===== config.mk =====
export PLATFORM = sky130hd
export DESIGN_NAME = ysyx_ifu_icache
export DESIGN_NICKNAME = d
export VERILOG_FILES = /design/src/rtl/ysyx_ifu_icache.sv
export SDC_FILE = /design/constraint.sdc
export NUM_CORES = 2
export LEC_CHECK = 0
export BUFFER_PORTS_ARGS = -buffer_cell sky130_fd_sc_hd__buf_4
export CAP_MARGIN = 20
export CORE_MARGIN = 2
export CORE_UTILIZATION = 35
export DETAILED_ROUTE_END_ITERATION = 8
export GPL_TIMING_DRIVEN = 0
export MAX_ROUTING_LAYER = met4
export PLACE_DENSITY = 0.59
export SYNTH_ARGS = -nofsm -noshare
export SYNTH_HDL_FRONTEND = slang
export SYNTH_SLANG_ARGS = --single-unit

===== constraint.sdc =====
create_clock -name clk -period 6.75 [get_ports clk]
set_clock_uncertainty 0.1 [all_clocks]
set_input_delay 0.3375 -clock clk [delete_from_list [all_inputs] [get_ports clk]]
set_output_delay 0.3375 -clock clk [all_outputs]
set_load 0.03 [all_outputs]

===== src/rtl/ysyx_ifu_icache.sv =====
// Instruction fetch unit with a direct-mapped, multi-word-line L1 instruction
// cache. A miss refills the whole line with one burst read. A hit answers on
// the cycle after the request.
module ysyx_ifu_icache #(
  parameter int ADDR_W     = 32,
  parameter int DATA_W     = 32,
  parameter int SETS       = 16,
  parameter int LINE_WORDS = 4,
  parameter int CNT_W      = 32
) (
  input  logic              clk,
  input  logic              rst,
  input  logic              prev_valid,
  output logic              ready_o,
  input  logic [ADDR_W-1:0] pc,
  input  logic              flush,
  output logic              valid_o,
  input  logic              next_ready,
  output logic [DATA_W-1:0] inst_o,
  output logic [ADDR_W-1:0] pc_o,
  output logic [ADDR_W-1:0] ifu_araddr_o,
  output logic [7:0]        ifu_arlen_o,
  output logic              ifu_arvalid_o,
  input  logic              ifu_arready,
  input  logic [DATA_W-1:0] ifu_rdata,
  input  logic              ifu_rvalid,
  input  logic              ifu_rlast,
  output logic [CNT_W-1:0]  hit_cnt_o,
  output logic [CNT_W-1:0]  miss_cnt_o
);

  localparam int OFF_W  = $clog2(DATA_W / 8);
  localparam int WORD_W = $clog2(LINE_WORDS);
  localparam int IDX_W  = $clog2(SETS);
  localparam int TAG_W  = ADDR_W - OFF_W - WORD_W - IDX_W;
  localparam int LINE_W = OFF_W + WORD_W;

  typedef enum logic [1:0] {IDLE, AR, R, HOLD} state_t;

  state_t state_q, state_d;

  logic [DATA_W-1:0] mem   [SETS][LINE_WORDS];
  logic [TAG_W-1:0]  tag_q [SETS];
  logic [SETS-1:0]   vld_q;

  logic [ADDR_W-1:0] req_pc;
  logic [WORD_W-1:0] beat;
  logic              flush_pending;

  logic [WORD_W-1:0] pc_word, req_word;
  logic [IDX_W-1:0]  pc_idx, req_idx;
  logic [TAG_W-1:0]  pc_tag, req_tag;
  logic              lookup_hit;
  logic              accept;
  logic              beat_fire;
  logic              last_beat;

  // rlast is redundant with the beat counter; the byte-offset bits never
  // select anything.
  logic unused_sig;
  assign unused_sig = ^{ifu_rlast, pc, req_pc};

  assign pc_word  = pc[OFF_W +: WORD_W];
  assign pc_idx   = pc[LINE_W +: IDX_W];
  assign pc_tag   = pc[ADDR_W-1 -: TAG_W];
  assign req_word = req_pc[OFF_W +: WORD_W];
  assign req_idx  = req_pc[LINE_W +: IDX_W];
  assign req_tag  = req_pc[ADDR_W-1 -: TAG_W];

  // A flush in the same cycle as a request forces the lookup to miss.
  assign lookup_hit = vld_q[pc_idx] && (tag_q[pc_idx] == pc_tag) && !flush;
  assign accept     = (state_q == IDLE) && prev_valid;
  assign beat_fire  = (state_q == R) && ifu_rvalid;
  assign last_beat  = beat_fire && (beat == WORD_W'(LINE_WORDS - 1));

  assign ready_o       = (state_q == IDLE);
  assign valid_o       = (state_q == HOLD);
  assign ifu_arvalid_o = (state_q == AR);
  assign ifu_arlen_o   = 8'(LINE_WORDS - 1);

  // State register
  always_ff @(posedge clk) begin
    if (!rst) state_q <= IDLE;
    else      state_q <= state_d;
  end

  // Next-state selection
  always_comb begin
    state_d = state_q;
    case (state_q)
      IDLE: if (prev_valid)  state_d = lookup_hit ? HOLD : AR;
      AR:   if (ifu_arready) state_d = R;
      R:    if (last_beat)   state_d = HOLD;
      HOLD: if (next_ready)  state_d = IDLE;
      default:               state_d = IDLE;
    endcase
  end

  // Request capture, refill bookkeeping, valid bits, outputs and counters
  always_ff @(posedge clk) begin
    if (!rst) begin
      vld_q         <= '0;
      req_pc        <= '0;
      beat          <= '0;
      flush_pending <= 1'b0;
      inst_o        <= '0;
      pc_o          <= '0;
      ifu_araddr_o  <= '0;
      hit_cnt_o     <= '0;
      miss_cnt_o    <= '0;
    end else begin
      if (accept) begin
        req_pc <= pc;
        pc_o   <= pc;
        if (lookup_hit) begin
          inst_o    <= mem[pc_idx][pc_word];
          hit_cnt_o <= hit_cnt_o + 1'b1;
        end else begin
          ifu_araddr_o <= {pc[ADDR_W-1:LINE_W], {LINE_W{1'b0}}};
          miss_cnt_o   <= miss_cnt_o + 1'b1;
        end
      end
      if ((state_q == AR) && ifu_arready) begin
        beat          <= '0;
        flush_pending <= 1'b0;
      end
      if ((state_q == R) && flush) flush_pending <= 1'b1;
      if (beat_fire) begin
        beat <= beat + 1'b1;
        if (beat == req_word) inst_o <= ifu_rdata;
      end
      if (flush) vld_q <= '0;
      if (last_beat && !flush && !flush_pending) vld_q[req_idx] <= 1'b1;
    end
  end

  // Line data and tag storage
  always_ff @(posedge clk) begin
    if (beat_fire) mem[req_idx][beat] <= ifu_rdata;
    if (last_beat) tag_q[req_idx] <= req_tag;
  end

endmodule


==> summary.txt <==
Detailed routing
  • Avg WL per Cell: 31.5 um
  • Routed WL: 293000 um
  • Via Count: 51700
  • Vias per cell: 5.56
  • DRT iter0 DRCs: 6785
  • Post-route ant nets: 0
  • DRT Pass-1 Iters: 6
  • DRC viols: 0

Worst setup path
  • Critical Path RT: 7.37 ns
  • Crit-path slowest cell: clkbuf_1
  • Critical path class: in2reg
  • Worst Path Max Fanout: 10
  • Crit-path cells: buf_6 -> buf_6 -> buf_6 -> buf_2 -> buf_4 -> buf_2 -> clkbuf_1 -> buf_2 -> mux4_2 -> mux4_2 -> mux4_2 -> mux2i_1 -> a21oi_1
  • Peak per-stage delay on the critical path: 0.90 ns
  • Crit path launch type: input pin
  • Crit end category: flop
  • Critical path arrival: 5.82 ns

STA
  • Max-slew headroom at the worst pin: 21.3%
  • FMAX: 192 MHz
  • Endpoints failing setup: 0
  • Hold WS: 0.0770 ns
  • Period utilization: 77.1%
  • Fin crit period: 5.20 ns
  • Final count of pins violating max slew: 0
  • Fin Setup TNS: 0 ns
  • RSZ-0062 raised after global routing: false
  • Measured slew at the worst slew-check pin: 1.18 ns
  • Final hold violation count: 0

Layout
  • Final instance area: 120000 um2
  • Non-filler cells, final: 9301
  • Fin nets: 5372
  • Fill cell count: 24700
  • Fraction of layout cells with a size suffix above 1: 30.7%
  • Layout area overhead: 18.8%

Power
  • Pwr Density: 299 nW/um2
  • Leakage: 0.0379 uW
  • VDD IR max: 193 uV
  • Total power: 35900 uW

Clocking
  • Clk sinks: 2609
  • Worst-skew pair later-pin latency: 0.85 ns
  • Cts hold-fix bufs: 64
  • CTS tree: done
  • Clock Pin Slew Worst Setup and Hold Paths: 0.07 ns
  • Cts bufs inserted: 271
  • Root buf cell: clkbuf_16
  • Resized cells post-CTS: 0
  • H-Tree Level Count: 5
  • Longest Clk Path Bufs: 4
  • Setup Buffers After CTS: 0

Synthesis
  • Ys flop type: edfxtp_1
  • Number of flops mapped to enable cells by yosys: 2432
  • Syn avg cell area: 22.0 um2
  • Post-synthesis sequential area ratio: 75.8%
  • Number of synthesized register bits: 2609
  • Synth async-reset ratio: 0%
  • Library cells used by synthesis: 75
  • Mapped Cells: 4600
  • Synth Warn #: 0
  • Post-synthesis cell area: 101000 um2

Placement
  • Inst Count DP: 8723
  • I/O Buffers: 221
  • Final GP Congestion: 0.857
  • Placed Area: 110000 um2
  • HPWL after detailed placement: 195000 um

Global route
  • Pin count of the biggest net entering global routing: 66
  • Vias in the first global route: 51500
  • First-pass GRT wire length: 405000 um
  • Antenna violations before repair: 36
  • Overflow after GRT: 0
  • Total GRT Usage: 20.3%

Floorplanning
  • Num rows: 197
  • Die width: 541 um
  • Core Region: 288000 um2
  • Die Y: 541 um
  • # IOs: 243
  • Initial Util: 35.1%
  • Die area: 293000 um2

Worst hold path
  • Hold WC Path Type: in2reg

Outcome
  • Run status: finished clean

Job
  • Max-capacitance violation count: 0
-- per-stage QoR --
stage	util, %	setup WS [ns]
5_1_grt	41.7	1.48
3_3_place_gp	37.3	-1.74
3_5_place_dp	38.3	0.676
4_1_cts	41.6	1.59
2_1_floorplan	-	2.46
6_report	41.7	1.55
-- registers in the layout (all words and copies together) (netlist names) --
name / count
beat: 2
flush_pending: 1
hit_cnt_o: 32
ifu_araddr_o: 28
inst_o: 32
mem: 2048
miss_cnt_o: 32
req_pc: 32
state_q: 2
tag_q: 384
vld_q: 16
-- cell type report --
class	instances	area, um2	area share [%]
diodes	30	75.1	0.0626
clock inverters	132	1410	1.18
clock buffers	341	7390	6.16
repair buffers	407	4820	4.02
flip-flops and latches	2609	76600	63.8
plain buffers	264	1350	1.12
inverters	29	109	0.0907
well taps	3781	4730	3.94
multi-input cells	1708	23500	19.6
-- cells in the mapped netlist, types with 7 or more instances --
master | count | share of area (%)
edfxtp_1 | 2432 | 72
mux4_2 | 743 | 17
dfxtp_1 | 177 | 3.5
nor2_1 | 157 | 0.58
mux2i_1 | 134 | 1.3
a21oi_1 | 130 | 0.64
clkbuf_1 | 130 | 0.48
nand2_1 | 120 | 0.45
buf_2 | 57 | 0.28
nand3_1 | 43 | 0.21
o21ai_0 | 40 | 0.20
or4_1 | 33 | 0.25
buf_4 | 31 | 0.23
buf_1 | 29 | 0.11
inv_1 | 29 | 0.11
o31ai_1 | 28 | 0.21
xnor2_1 | 27 | 0.23
mux2_2 | 21 | 0.23
nand4_1 | 19 | 0.12
xor2_1 | 14 | 0.12
and3_1 | 13 | 0.081
buf_6 | 12 | 0.13
o22ai_1 | 11 | 0.068
ha_1 | 10 | 0.12
nor2b_1 | 10 | 0.062
nand2b_1 | 8 | 0.050
nor4_1 | 8 | 0.050
a221oi_1 | 7 | 0.061
nand3b_1 | 7 | 0.052
nor3_1 | 7 | 0.035
o211ai_1 | 7 | 0.052
or3_1 | 7 | 0.043
-- critical path: cells and delay by family --
family | cells | cell delay [ns]
AO/OA/AOI/OAI | 1 | 0.09
buffers and inverters | 8 | 3.38
multiplexers | 4 | 1.96
-- placed cells by master (no fill, tap or decap), drive strengths merged, types with 9 or more instances in the layout --
cell type       n
o21ai          40
mux4          749
o22ai          11
mux2           21
diode          30
and3           13
nor2b          10
buf           477
bufinv         27
conb           12
dlygate4sd3    64
dfxtp         177
a221oi          9
edfxtp       2432
clkinv         88
mux2i         134
nand2         120
or4            34
xnor2          27
inv            39
ha             10
nand4          20
o31ai          29
xor2           14
clkbuf        471
nor2          157
a21oi         131
nand3          44
-- path summary, 6_finish.rpt --
path / end / start / slack (ns) / depth (start not counted)
worst max register to register: mem[13][8] / state_q[0] / 2.45 / 10
worst min-delay path: mem[11][59] / ifu_rdata[27] / 0.08 / 1
worst max-delay path: inst_o[13] / pc[4] / 1.55 / 13
worst min register to register: req_pc[1] / req_pc[1] / 0.38 / 2
-- where the power goes --
| group | switching (uW) | leakage, uW | internal [uW] |
|---|---|---|---|
| Clock | 6210 | 0.00431 | 8810 |
| Sequential | 219 | 0.0234 | 17900 |
| Combinational | 1770 | 0.0102 | 966 |
| Total | 8190 | 0.0379 | 27700 |
-- per-layer routing --
layer,routed length [um],vias up,global-route usage (%)
met1,115000,27900,26.6
met4,8290,0,5.13
li1,-,20800,-
met3,26200,435,3.73
met2,143000,2592,32.7
met5,0,-,-
-- cells by family (layout without fill, tap and decap cells) --
kind of cell | after synthesis | in the layout | synth area share [%]
flip-flops | 2609 | 2609 | 75.8
multiplexers | 904 | 904 | 18.3
AND/OR/NAND/NOR | 456 | 456 | 2.19
buffers and inverters | 293 | 1173 | 1.44
AO/OA/AOI/OAI | 285 | 285 | 1.79
XOR/XNOR | 41 | 41 | 0.356
adder cells (fa/ha/maj) | 10 | 10 | 0.124
other | 2 | 42 | 0.00744
(Power assumes the default switching activity.)
